`src/rtl/deser_s2p_pkg.sv`:
```
// Shared constants and types for the four-lane serial-to-parallel receiver.
//   LANES / BYTE_W       : lane count and reassembled word width
//   COM_DEFAULT          : alignment symbol hunted on lane 0
//   COM_COUNT_DEFAULT    : consecutive byte-aligned COMs needed for lock
//   state_t              : alignment FSM states
package deser_s2p_pkg;

  localparam int unsigned LANES             = 4;
  localparam int unsigned BYTE_W            = 8;
  localparam logic [7:0]  COM_DEFAULT       = 8'hBC;
  localparam int unsigned COM_COUNT_DEFAULT = 4;

  typedef enum logic [1:0] {
    SEARCH  = 2'd0,
    LOCKING = 2'd1,
    ACTIVE  = 2'd2
  } state_t;

endpackage

```
`src/rtl/deser_s2p_lane.sv`:
```
// One receive lane: MSB-first shift register plus a held output byte.
//   CLK       : bit clock
//   reset     : synchronous active-high reset, clears both registers
//   ENB       : 0 freezes the lane and ignores bit_in
//   bit_in    : serial input bit for this lane
//   load      : capture the completed word into data_byte this cycle
//   data_byte : last reassembled byte, held between loads
//   word      : next-word view {sr[6:0], bit_in}, used for COM detection
module s2p_lane
  import deser_s2p_pkg::*;
(
  input  logic              CLK,
  input  logic              reset,
  input  logic              ENB,
  input  logic              bit_in,
  input  logic              load,
  output logic [BYTE_W-1:0] data_byte,
  output logic [BYTE_W-1:0] word
);

  logic [BYTE_W-1:0] sr;

  assign word = {sr[BYTE_W-2:0], bit_in};

  always_ff @(posedge CLK) begin
    if (reset) begin
      sr        <= '0;
      data_byte <= '0;
    end else if (ENB) begin
      sr <= word;
      if (load) begin
        data_byte <= word;
      end
    end
  end

endmodule

```
`src/rtl/deser_s2p.sv`:
```
// Four-lane serial-to-parallel receiver. Hunts for COM on lane 0 with a
// sliding window, confirms COM_COUNT byte-aligned COMs, then emits one byte
// per lane every 8 enabled cycles with a one-cycle valid strobe.
//   CLK      : bit clock
//   reset    : synchronous active-high reset
//   ENB      : 0 holds all state, forces valid low
//   data_in  : one serial bit per lane, [n] = lane n
//   Q0..Q3   : reassembled bytes for lanes 0..3
//   valid    : one-cycle pulse when Q0..Q3 update
//   active   : alignment lock achieved
module deser_s2p
  import deser_s2p_pkg::*;
#(
  parameter logic [7:0]  COM       = COM_DEFAULT,
  parameter int unsigned COM_COUNT = COM_COUNT_DEFAULT
) (
  input  logic             CLK,
  input  logic             reset,
  input  logic             ENB,
  input  logic [LANES-1:0] data_in,
  output logic [7:0]       Q0,
  output logic [7:0]       Q1,
  output logic [7:0]       Q2,
  output logic [7:0]       Q3,
  output logic             valid,
  output logic             active
);

  localparam logic [3:0] COM_TARGET = 4'(COM_COUNT);

  state_t      state, state_n;
  logic [2:0]  bit_cnt, bit_cnt_n;
  logic [3:0]  com_cnt, com_cnt_n;
  logic        valid_n;
  logic        load;
  logic        com_hit;

  logic [BYTE_W-1:0] q    [LANES];
  logic [BYTE_W-1:0] word [LANES];

  for (genvar n = 0; n < LANES; n++) begin : g_lane
    s2p_lane u_lane (
      .CLK       (CLK),
      .reset     (reset),
      .ENB       (ENB),
      .bit_in    (data_in[n]),
      .load      (load),
      .data_byte (q[n]),
      .word      (word[n])
    );
  end

  assign Q0 = q[0];
  assign Q1 = q[1];
  assign Q2 = q[2];
  assign Q3 = q[3];

  // Only lane 0 drives alignment; the other lanes' word taps are not needed.
  logic unused_words;
  assign unused_words = ^{word[1], word[2], word[3]};

  assign com_hit = (word[0] == COM);

  always_ff @(posedge CLK) begin
    if (reset) begin
      state   <= SEARCH;
      bit_cnt <= '0;
      com_cnt <= '0;
      valid   <= 1'b0;
      active  <= 1'b0;
    end else begin
      state   <= state_n;
      bit_cnt <= bit_cnt_n;
      com_cnt <= com_cnt_n;
      valid   <= valid_n;
      active  <= (state_n == ACTIVE);
    end
  end

  always_comb begin
    state_n   = state;
    bit_cnt_n = bit_cnt;
    com_cnt_n = com_cnt;
    valid_n   = 1'b0;
    load      = 1'b0;
    if (ENB) begin
      unique case (state)
        SEARCH: begin
          if (com_hit) begin
            bit_cnt_n = '0;
            com_cnt_n = 4'd1;
            state_n   = (COM_TARGET == 4'd1) ? ACTIVE : LOCKING;
          end
        end
        LOCKING: begin
          bit_cnt_n = bit_cnt + 3'd1;
          if (bit_cnt == 3'd7) begin
            if (com_hit) begin
              com_cnt_n = com_cnt + 4'd1;
              if (com_cnt_n == COM_TARGET) begin
                state_n = ACTIVE;
              end
            end else begin
              com_cnt_n = '0;
              state_n   = SEARCH;
            end
          end
        end
        ACTIVE: begin
          bit_cnt_n = bit_cnt + 3'd1;
          if (bit_cnt == 3'd7) begin
            load    = 1'b1;
            valid_n = 1'b1;
          end
        end
        default: begin
          state_n = SEARCH;
        end
      endcase
    end
  end

endmodule
```
`config.mk`:
```
export PLATFORM = sky130hd
export DESIGN_NAME = deser_s2p
export DESIGN_NICKNAME = d
export VERILOG_FILES = /design/src/rtl/deser_s2p_pkg.sv /design/src/rtl/deser_s2p_lane.sv /design/src/rtl/deser_s2p.sv
export SDC_FILE = /design/constraint.sdc
export NUM_CORES = 1
export LEC_CHECK = 0
export CORE_MARGIN = 1.5
export CORE_UTILIZATION = 50
export CTS_BUF_LIST = sky130_fd_sc_hd__clkbuf_16
export CTS_CLUSTER_DIAMETER = 200
export DETAILED_ROUTE_END_ITERATION = 12
export GPL_ROUTABILITY_DRIVEN = 1
export PLACE_DENSITY = 0.7
export SLEW_MARGIN = 15
export SYNTH_ARGS = -nofsm -noshare
export SYNTH_HDL_FRONTEND = slang
export SYNTH_SLANG_ARGS = --single-unit
export TNS_END_PERCENT = 5
```
`constraint.sdc`:
```
create_clock -name CLK -period 2.15 [get_ports CLK]
set_clock_uncertainty 0.15 [all_clocks]
set_input_delay 0.3225 -clock CLK [delete_from_list [all_inputs] [get_ports CLK]]
set_output_delay 0.3225 -clock CLK [all_outputs]
set_load 0.02 [all_outputs]
```
==> results_dict.tcl, run 1 <==
set metrics [dict create \
    hpwl_um 3580 \
    start_util 0.517 \
    multi_input_area_sq_mm 0.00127 \
    io-pin-count 41 \
    io_buffers 40 \
    cts_max_level 3 \
    min_path_cells 4 \
    grt_usage 0.197 \
    ctsHoldBuffers 0 \
    final_util 0.650 \
    grt_pass1_wl_um 9560 \
    path_clk_slew_ns 0.06 \
    maxCapViolations 0 \
    root_buffer "clkbuf_16" \
    drive_gt1_frac 0.0833 \
    die-area_sq_mm 0.00612 \
    hold_viol 0 \
    antenna_found_initial 0 \
    yosysSeqAreaShare 0.502 \
    syn_inst 316 \
    syn_area_sq_mm 0.00283 \
    setup_violations 0 \
    r2r_slack_ns 0.24 \
    syn_to_final_growth_pct 25.8 \
    synthTopCellsByCount "dfxtp_1 (71), nand2_1 (71), a21oi_1 (37)" \
    synth-seq-cells 71 \
    fin_tns_setup_ns 0 \
    irDropWorstVdd_v 0.000589 \
    synth_cell_types 41 \
    cts_tree "yes" \
    reg2reg_from "com_cnt[0]" \
    cts_setup_buffers 0 \
    n_antenna_cell 0 \
    r2r-end "state[0]" \
    synth-edff-count 0 \
    syn_nets 331 \
    fillers 484 \
    synth_compound_area_frac 0.116 \
    worst_pin_slew_ns 0.502 \
    synth_top_area_cell "dfxtp_1" \
    fin_area_sq_mm 0.00356 \
    muxShareOfSynthArea 0.103 \
    min_to "state[1]" \
    die_x_um 78.2 \
    first_pass_iters 4 \
    crit_type "register to register" \
    routed-via-count 2249 \
    cts_sinks 71 \
    start_kind "register" \
    grt_max_degree 50 \
    drt_iter0_drc 114 \
    synthAdderAreaFrac 0.0354 \
    yosysWarnings 0 \
    leakage_nw 1.38 \
    fmax_mhz 524 \
    endpoint_kind "register" \
    grt_pass1_vias 2079 \
    die_h_um 78.2 \
    coreArea_sq_mm 0.00547 \
    gp_congestion 0.834 \
    ant_nets 0 \
    synth_top_family_by_area "simple AND/OR/NAND/NOR gates" \
    synth_flop_cell "dfxtp_1" \
    vias_per_cell 5.21 \
    seq_area_sq_mm 0.00142 \
    relSlewSlack 0.665 \
    fin_crit_ns 1.91 \
    wirelength_um 5610 \
    r2r_cells 6 \
    cts_resized 0 \
    cp_max_fo 7 \
    drc_errors 0 \
    hold_class "primary input to register" \
    post-place-cells 416 \
    finalNetCount 370 \
    row_count 27 \
    placed_area_sq_mm 0.00327 \
    final.period_utilization 0.887 \
    instances_no_fill 432 \
    clkLatencyLatePin_ns 0.32 \
    synthXorXnorAreaFrac 0 \
    overflow 0 \
    status "finished clean" \
    slew_viol_final 0 \
    arrival_ns 1.95 \
    hp-start "reset" \
    cts_buffers 9 \
    drt-wirelength-per-cell_um 13.0 \
    cts_buffer_depth 2 \
    synth_area_per_cell_sq_um 8.96 \
    power.density_mw_per_mm2 798 \
    required_ns 2.19 \
    synth_area_leaders "dfxtp_1 (50%), mux2i_1 (9.9%), nand2_1 (9.4%)" \
    async_flop_share 0 \
    synth.top_cell.area_share 0.502 \
    rsz0062_at_grt "false" \
    synth_simple_gate_area_frac 0.195 \
]
worst max path at each step:
stage / cells after the start / to / from / slack (ns)
floorplan: 8 / com_cnt[2] / state[0] / 0.45
global placement: 6 / com_cnt[0] / data_in[0] / 0.09
detailed placement: 6 / com_cnt[0] / data_in[0] / 0.06
CTS: 6 / state[0] / com_cnt[0] / 0.26
global route: 7 / com_cnt[1] / state[0] / 0.13
finish: 6 / state[0] / com_cnt[0] / 0.24
placed cells by master, fill, tap and decap left out, drive strengths merged, types with 2 or more instances in the layout:
cell / netlist / layout
o21ai: 4 / 4
clkdlybuf4s50: 0 / 38
nor2b: 2 / 2
nor3b: 2 / 2
clkinv: 0 / 5
nand3b: 2 / 2
a21oi: 37 / 37
nand2: 71 / 71
dfxtp: 71 / 71
ha: 8 / 8
and3: 2 / 2
buf: 5 / 12
a32oi: 2 / 2
a31oi: 2 / 2
nand3: 3 / 3
nor3: 2 / 2
mux2i: 28 / 28
nand4: 2 / 2
a21boi: 3 / 3
inv: 3 / 4
clkbuf: 16 / 9
nor2: 34 / 34
metrics by stage:
step                power [W]  hold slack (ns)  setup slack [ns]
floorplan             0.00142            0.281             0.445
CTS                   0.00286            0.183             0.258
global route          0.00293            0.209             0.129
detailed placement    0.00144            0.296            0.0589
global placement      0.00144            0.292            0.0880
finish                0.00284            0.181             0.242
flip-flops by register name, summed over array words and instances, names as in the netlist:
register	cells
g_lane.u_lane.data_byte	32
valid	1
g_lane.u_lane.sr	28
bit_cnt	3
state	2
active	1
com_cnt	4
critical path, cell delays in order, from the launching register on:
cell and delay [ns]:
dfxtp_1 0.37, ha_1 0.26, nand3b_1 0.17, o31ai_1 0.34, o221ai_1 0.15, and3_1 0.21, nor2b_1 0.12
layout make-up:
type                            instances  area share
Sequential cell                        71       0.399
Multi-Input combinational cell        220       0.357
Timing Repair Buffer                   50       0.134
Clock buffer                            9      0.0633
Tap cell                               72      0.0253
Clock inverter                          7      0.0176
Inverter                                3     0.00316
cell families (layout without fill, tap and decap cells):
kind of cell               after synthesis  in the layout
adders and majority gates                8              8
and+or+nand+nor                        127            127
AOI/OAI and AO/OA                       56             56
DFF                                     71             71
muxes                                   29             29
buffers and inverters                   25             69
power by group:
| group | internal (W) | leakage, nW | switching (W) |
|---|---|---|---|
| logic | 0.0000321 | 0.659 | 0.0000471 |
| clock network | 0.000889 | 0.147 | 0.000541 |
| registers | 0.00133 | 0.573 | 0.00000759 |
per-layer routing:
metal | GRT usage | vias up | routed length (um)
met2 | 0.303 | 30 | 2640
met3 | 0.0535 | 6 | 159
met1 | 0.263 | 1064 | 2760
met5 | 0 | - | 0
met4 | 0.0750 | 0 | 61
li1 | - | 1149 | -
Note: power is estimated with default switching activity, not from simulation.
==> inputs of run 2 (changes only) <==
--- a/config.mk
+++ b/config.mk
@@ -11,9 +11,11 @@
 export CTS_CLUSTER_DIAMETER = 200
 export DETAILED_ROUTE_END_ITERATION = 12
 export GPL_ROUTABILITY_DRIVEN = 1
-export PLACE_DENSITY = 0.7
+export PLACE_DENSITY = 0.69
+export SETUP_SLACK_MARGIN = 0.15
 export SLEW_MARGIN = 15
 export SYNTH_ARGS = -nofsm -noshare
 export SYNTH_HDL_FRONTEND = slang
+export SYNTH_HIERARCHICAL = 1
 export SYNTH_SLANG_ARGS = --single-unit
 export TNS_END_PERCENT = 5
==> results_dict.tcl, run 2 <==
set metrics [dict create \
    status "finished clean" \
    grt_pass1_vias 2206 \
    drive_gt1_frac 0.184 \
    post-place-ws_ns 0.0893 \
    syn_nets 331 \
    hold_class "primary input to register" \
    cts_tree "yes" \
    arrival_ns 1.97 \
    first_pass_iters 4 \
    leakage_nw 1.50 \
    die_x_um 83.4 \
    worst-path-buf-inv 1 \
    slew_viol_final 0 \
    io_buffers 40 \
    gp_congestion 0.820 \
    largest_registers "g_lane.u_lane/data_byte x32, g_lane.u_lane/sr x28, com_cnt x4" \
    final_util 0.615 \
    ant_nets 0 \
    worst_pin_slew_ns 0.527 \
    ctsHoldBuffers 0 \
    final.period_utilization 0.873 \
    yosysWarnings 6 \
    cpPeakStageDelay_ns 0.42 \
    overflow 0 \
    setup_ws_ns 0.273 \
    drt-wirelength-per-cell_um 13.2 \
    setup_violations 0 \
    cts_resized 0 \
    start_kind "register" \
    clkLatencyLatePin_ns 0.32 \
    io-pin-count 41 \
    root_buffer "clkbuf_16" \
    crit_type "register to register" \
    layout_commonest_cell "dfxtp_1" \
    cts_sinks 71 \
    grt_pass1_wl_um 9910 \
    cp_max_fo 7 \
    fmax_mhz 533 \
    n_antenna_cell 0 \
    syn_area_sq_mm 0.00323 \
    required_ns 2.24 \
    row_count 29 \
    start_util 0.512 \
    crit_slowest_cell "dfxtp_1" \
    cts_buffers 9 \
    r2r_cells 7 \
    fin_tns_setup_ns 0 \
    cp_top_family "flip-flops" \
    cp.depth 7 \
    wirelength_um 5680 \
    syn_inst 316 \
    synth_area_per_cell_sq_um 10.2 \
    hp-start "ENB" \
    endpoint_kind "register" \
    maxCapViolations 0 \
    die_h_um 83.4 \
    antenna_found_initial 0 \
    regMostFlops "g_lane.u_lane/data_byte" \
    routed-via-count 2341 \
    relSlewSlack 0.649 \
    vias_per_cell 5.44 \
    cts_buffer_depth 2 \
    die-area_sq_mm 0.00695 \
    finalNetCount 363 \
    grt_usage 0.174 \
    irDropWorstVdd_v 0.000653 \
    fin_crit_ns 1.88 \
    power.density_mw_per_mm2 766 \
    cts_max_level 3 \
    cts_setup_buffers 0 \
    min_path_cells 3 \
    path_cells "inv_1 > ha_1 > mux2_4 > nand2_4 > nor2_2 > a41oi_1 > a311oi_2" \
    largest_reg_flops 32 \
    hpwl_um 3390 \
    path_clk_slew_ns 0.05 \
    grt_max_degree 62 \
    setup.worst_path.start "state[1]" \
    coreArea_sq_mm 0.00631 \
    layout_common_cells "dfxtp_1 (71), clkdlybuf4s50_1 (38), nor2_1 (33), nand3_1 (33), mux2i_1 (28)" \
    drc_errors 0 \
    reg2reg_from "state[1]" \
    hold_viol 0 \
    syn_to_final_growth_pct 20.3 \
    drt_iter0_drc 117 \
    rsz0062_at_grt "false" \
]
[run 2: changes by cell type in the layout (fill, tap and decap cells not counted), moves of 6 or more]
cell	before	now
a21bo_1	0	8
nand3_1	3	33
a21oi_1	37	27
nand2_1	71	5
a21bo_2	0	24
buf_4	9	3
a21oi_2	0	10
[run 2: path summary, 6_finish.rpt]
path                                    to  slack [ns]
max                             com_cnt[3]        0.27
min          g_lane[0].u_lane/data_byte[0]        0.25
max reg2reg                     com_cnt[3]        0.27
min reg2reg  g_lane[3].u_lane/data_byte[7]        0.31
[run 2: worst reg2reg max path: cells and delay by family (launching register included)]
family / cells / cell delay [ns]
buffers and inverters: 1 / 0.11
muxes: 1 / 0.25
DFF: 1 / 0.42
AOI/OAI and AO/OA: 2 / 0.38
and+or+nand+nor: 2 / 0.20
adders and majority gates: 1 / 0.29
[run 2: final cells by class]
cell class | instances | area, sq um
Tap cell | 77 | 96.3
Timing Repair Buffer | 45 | 468
Clock inverter | 7 | 88.8
Inverter | 3 | 11.3
Fill cell | 552 | 2430
Sequential cell | 71 | 1420
Multi-Input combinational cell | 218 | 1570
Clock buffer | 9 | 225
[run 2: per-stage QoR]
step	instance area, sq um	power, W	hold WS [ns]	instances
2_1_floorplan	3230	0.00143	0.242	316
3_3_place_gp	3570	0.00146	0.304	414
3_5_place_dp	3570	0.00146	0.311	414
4_1_cts	3880	0.00301	0.235	430
5_1_grt	3880	0.00308	0.268	430
6_report	3880	0.00297	0.249	430
[run 2: metal layers]
metal / GRT usage / up-vias / wire length (um) / part of all wire
met5: 0 / - / 0 / 0
met4: 0.0894 / 0 / 80 / 0.014
met3: 0.0348 / 7 / 173 / 0.030
met2: 0.281 / 36 / 2580 / 0.45
met1: 0.221 / 1105 / 2850 / 0.50
li1: - / 1193 / - / -
[run 2: power breakdown]
group          switching, W  total, W  internal, W
clock network      0.000535   0.00154      0.00101
registers        0.00000753   0.00133      0.00133
logic             0.0000643  0.000101    0.0000363
total              0.000607   0.00297      0.00237
==> inputs of run 3 (changes only) <==
--- a/config.mk
+++ b/config.mk
@@ -5,6 +5,7 @@
 export SDC_FILE = /design/constraint.sdc
 export NUM_CORES = 1
 export LEC_CHECK = 0
+export ABC_AREA = 1
 export CORE_MARGIN = 1.5
 export CORE_UTILIZATION = 50
 export CTS_BUF_LIST = sky130_fd_sc_hd__clkbuf_16
@@ -12,6 +13,7 @@
 export DETAILED_ROUTE_END_ITERATION = 12
 export GPL_ROUTABILITY_DRIVEN = 1
 export PLACE_DENSITY = 0.69
+export RECOVER_POWER = 100
 export SETUP_SLACK_MARGIN = 0.15
 export SLEW_MARGIN = 15
 export SYNTH_ARGS = -nofsm -noshare
==> results_dict.tcl, run 3 <==
set metrics [dict create \
    status "finished clean" \
    endpoint_kind "register" \
    drive_gt1_frac 0.0758 \
    reg2reg_from "bit_cnt[0]" \
    finalNetCount 499 \
    yosysWarnings 6 \
    hp-start "ENB" \
    layout_commonest_cell "nor2_1" \
    setup.worst_path.start "bit_cnt[0]" \
    cts_buffers 9 \
    wirelength_um 6050 \
    vias_per_cell 4.84 \
    grt_pass1_vias 2403 \
    drc_errors 0 \
    r2r_slack_ns 0.24 \
    power.density_mw_per_mm2 779 \
    slew_viol_final 0 \
    die_x_um 82.8 \
    start_kind "register" \
    syn_to_final_growth_pct 21.3 \
    worst_pin_slew_ns 0.436 \
    cts_tree "yes" \
    io_buffers 40 \
    instances_no_fill 563 \
    die-area_sq_mm 0.00685 \
    gp_congestion 0.828 \
    grt_usage 0.195 \
    syn_inst 446 \
    arrival_ns 2.02 \
    post-place-ws_ns 0.222 \
    rsz0062_at_grt "false" \
    ctsHoldBuffers 0 \
    r2r-end "g_lane[0].u_lane/data_byte[7]" \
    antenna_found_initial 0 \
    fmax_mhz 523 \
    setup_violations 0 \
    cts_max_level 3 \
    final.period_utilization 0.890 \
    post-place-cells 548 \
    endpoint "g_lane[0].u_lane/data_byte[7]" \
    fin_tns_setup_ns 0 \
    required_ns 2.26 \
    root_buffer "clkbuf_16" \
    routed-via-count 2723 \
    drt-wirelength-per-cell_um 10.7 \
    row_count 28 \
    clkLatencyLatePin_ns 0.33 \
    n_antenna_cell 0 \
    largest_reg_flops 32 \
    irDropWorstVdd_v 0.000517 \
    r2r_cells 9 \
    relSlewSlack 0.707 \
    hold_viol 0 \
    hold_class "primary input to register" \
    die_h_um 82.8 \
    largest_registers "g_lane.u_lane/data_byte x32, g_lane.u_lane/sr x28, com_cnt x4" \
    leakage_nw 1.87 \
    cp_max_fo 22 \
    syn_nets 461 \
    cts_sinks 71 \
    start_util 0.528 \
    grt_pass1_wl_um 10200 \
    synth_area_per_cell_sq_um 7.14 \
    coreArea_sq_mm 0.00603 \
    maxCapViolations 0 \
    syn_area_sq_mm 0.00318 \
    drt_iter0_drc 94 \
    io-pin-count 41 \
    setup_ws_ns 0.237 \
    ant_nets 0 \
    regMostFlops "g_lane.u_lane/data_byte" \
    grt_max_degree 78 \
    fin_crit_ns 1.91 \
    crit_type "register to register" \
    layout_common_cells "nor2_1 (97), nand2_1 (92), dfxtp_1 (71)" \
    hpwl_um 3910 \
    first_pass_iters 4 \
    cts_buffer_depth 2 \
    path_clk_slew_ns 0.05 \
    overflow 0 \
]
run 3: changes by cell type in the layout (fill, tap and decap cells not counted), sizes merged, moves of 9 or more:
cell and change:
nand2 +95, nor2 +66, inv +57, dlygate4sd3 +36, clkdlybuf4s50 -35, a21bo -32, mux2i -28, o21ai +19
nand3 -9
run 3: cell type report:
type	instances	area, sq um
sequential	71	1420
clock inverter	6	76.3
multi-input combinational	297	1350
timing repair buffer	44	463
fill	575	2160
tap	75	93.8
inverter	61	229
clock buffer	9	225
run 3: critical path, cell delays in order, from the launching register on:
cell     delay [ns]
dfxtp_1        0.34
ha_1           0.16
ha_1           0.22
inv_1          0.11
nor3_4         0.25
buf_12         0.20
nand2_1        0.14
nand2_1        0.10
nand2_1        0.05
nor2_1         0.11
run 3: how the worst min path moves through the flow:
stage,end,slack [ns],cells after the start
3_5_place_dp,bit_cnt[0],0.30,1
2_1_floorplan,g_lane[0].u_lane/sr[5],0.23,1
6_report,valid,0.26,3
4_1_cts,valid,0.26,3
3_3_place_gp,bit_cnt[1],0.30,2
5_1_grt,valid,0.29,3
run 3: what timing repair did:
action                     4_1_cts  5_1_grt
setup buffers                    0        0
gates resized for setup          0        6
setup endpoints to repair        0       12
run 3: metal layers:
metal / global-route usage / part of all wire
met1: 0.245 / 0.49
met4: 0.0683 / 0.0068
met3: 0.0612 / 0.039
met5: 0 / 0
met2: 0.316 / 0.46
run 3: power breakdown:
part / switching [W] / internal, W / total (W)
clock: 0.000518 / 0.000993 / 0.00151
combinational: 0.0000865 / 0.0000431 / 0.000130
sequential: 0.0000230 / 0.00134 / 0.00137
run 3: through the flow:
stage,utilization,hold WS [ns],total power [W],area [sq um]
2_1_floorplan,-,0.235,0.00150,3190
5_1_grt,0.641,0.286,0.00313,3860
6_report,0.641,0.262,0.00301,3860
3_3_place_gp,0.594,0.300,0.00153,3580
4_1_cts,0.644,0.264,0.00304,3880
3_5_place_dp,0.594,0.301,0.00153,3580
==> RTL edit (settings of run 3) <==
Re-encode `state_t` (3 states) as one-hot, 3 bits wide.
--- a/src/rtl/deser_s2p_pkg.sv
+++ b/src/rtl/deser_s2p_pkg.sv
@@ -12,6 +12,6 @@
 
-  typedef enum logic [1:0] {
-    SEARCH  = 2'd0,
-    LOCKING = 2'd1,
-    ACTIVE  = 2'd2
+  typedef enum logic [2:0] {
+    SEARCH  = 3'b001,
+    LOCKING = 3'b010,
+    ACTIVE  = 3'b100
   } state_t;
Function: no difference found for any inputs over 10 cycles, from zero or initial values and one cycle with reset high; not proved beyond that.
==> RTL edit against run 3 <==
Worst hold slack worse by 0.0052 ns. Sequential share of layout area rose by 0.11 points. Cell area increased by 1.1%. Setup slack better by 0.060 ns. Sequential cell count increased by 1. Wire length is 2.0% lower. Total power grew 5.6%. Area after synthesis is 0.39% higher.
==> RTL edit: results (changes against run 3) <==
Placement
  – Final RePlAce weighted congestion: 0.7670 (-7.4%)
  – Dpl ws: 0.2609 ns (+0.03934 ns)
  – Final HPWL DP: 3764 µm (-3.8%)

Final layout
  – Diode count: 0 (unchanged)
  – Filler Cell Count: 555 (-3.5%)
  – Largest registers: g_lane.u_lane/data_byte: 32 flops, g_lane.u_lane/sr: 28 flops, com_cnt: 4 flops
  – Share of layout cells above drive strength 1: 11.43% (+3.9 points)
  – Fin nets: 487 (-2.4%)

Global route
  – First-pass GRT wire length: 10720 µm (+5.3%)
  – Vias in the first global route: 2425 (+0.92%)
  – GRT Util Overall: 18.84% (-0.67 points)
  – Initial antenna violation count: 0 (unchanged)
  – Pin count of the biggest net entering global routing: 82 (+5.1%)

Routing
  – Vias/cell: 4.835 (about the same)
  – Routed WL per cell: 10.66 µm (-0.80%)
  – Initial DRC Count: 88 (-6.4%)
  – DR pass1 iterations: 4 (unchanged)

CTS
  – Worst-skew pair later-pin latency: 0.33 ns (about the same)
  – CTS Buffer Depth: 2 (unchanged)
  – Num CTS Buffers: 9 (unchanged)
  – H-tree depth: 3 (unchanged)
  – CTS root buffer: clkbuf_16

Pwr
  – VDD IR max: 0.5176 mV (+0.11%)
  – Cell-internal power: 0.002532 W (+6.3%)
  – Leakage Power: 1.819 nW (-2.8%)

Min path
  – Hold Path End: state[1]$_SDFF_PP0_
  – Worst hold stages: 4 (+1)

Synth
  – Ys Warns: 6 (unchanged)
  – Syn nets: 450 (-2.4%)

Critical path
  – Reg2Reg Launch Point: bit_cnt[0]$_SDFFE_PP0P_
  – CP max-delay cell: dfxtp_1
  – End of the worst register-to-register path: g_lane[3].u_lane/data_byte[6]$_SDFFE_PP0P_
  – Worst path max stage delay: roughly 0.35 ns
  – R2R Setup Slk: 0.30 ns (+0.06 ns)

STA
  – Max-slew headroom: 42.25% (-28 points)
  – WHS: 0.2564 ns (-0.005233 ns)

Outcome
  – Outcome: completed
==> RTL edit: stage by stage <==
step	utilization [%]	instance area, µm²	instances
6_report	64.43	3905	556
2_1_floorplan	-	3201	439
4_1_cts	65.15	3949	556
3_5_place_dp	59.60	3612	540
3_3_place_gp	59.60	3612	540
5_1_grt	64.43	3905	556
==> RTL edit: what timing repair did <==
item | CTS | global route
gates resized for setup | 0 | 2
buffers inserted | 0 | 0
setup endpoints to repair | 0 | 5
==> RTL edit: final cells by class <==
| cell class | count | area share (%) |
|---|---|---|
| clock inverter | 7 | 2.852 |
| inverter | 55 | 5.351 |
| clock buffer | 9 | 5.767 |
| tap | 75 | 2.403 |
| sequential | 72 | 36.91 |
| multi-input combinational | 294 | 34.99 |
| timing repair buffer | 44 | 11.73 |
==> RTL edit: power groups by stage <==
stage	Clock [W]	Sequential (W)	Combinational, W
global placement	0	0.00141	0.000140
floorplan	0	0.00141	0.000116
global route	0.00177	0.00139	0.000154
detailed placement	0	0.00141	0.000142
CTS	0.00169	0.00139	0.000143
finish	0.00166	0.00139	0.000134
==> RTL edit: layer usage <==
| layer | wire length, µm | vias up | GRT usage [%] | share of wire [%] |
|---|---|---|---|---|
| met5 | 0 | - | 0 | 0 |
| met4 | 13 | 0 | 7.121 | 0.22 |
| met3 | 253 | 2 | 5.268 | 4.3 |
| met2 | 2726 | 51 | 30.97 | 46 |
| met1 | 2935 | 1190 | 23.54 | 50 |
| li1 | - | 1445 | - | - |
==> RTL edit: worst max path at each step <==
stage          slack (ns)                    start                                          to
6_report             0.30  bit_cnt[0]$_SDFFE_PP0P_  g_lane[3].u_lane/data_byte[6]$_SDFFE_PP0P_
5_1_grt              0.11  bit_cnt[0]$_SDFFE_PP0P_  g_lane[0].u_lane/data_byte[5]$_SDFFE_PP0P_
4_1_cts              0.22  bit_cnt[0]$_SDFFE_PP0P_  g_lane[3].u_lane/data_byte[6]$_SDFFE_PP0P_
3_5_place_dp         0.26               data_in[0]                     com_cnt[3]$_SDFFE_PP0P_
3_3_place_gp         0.28               data_in[0]                           active$_SDFF_PP0_
2_1_floorplan        0.36  bit_cnt[0]$_SDFFE_PP0P_  g_lane[0].u_lane/data_byte[0]$_SDFFE_PP0P_
==> RTL edit: critical path: cells and delay by family, from the launching register on <==
kind / cells / cell delay [ns]
adder cells (fa/ha/maj): 2 / 0.32
flip-flops: 1 / 0.35
AND/OR/NAND/NOR: 5 / 0.65
buffers and inverters: 2 / 0.31
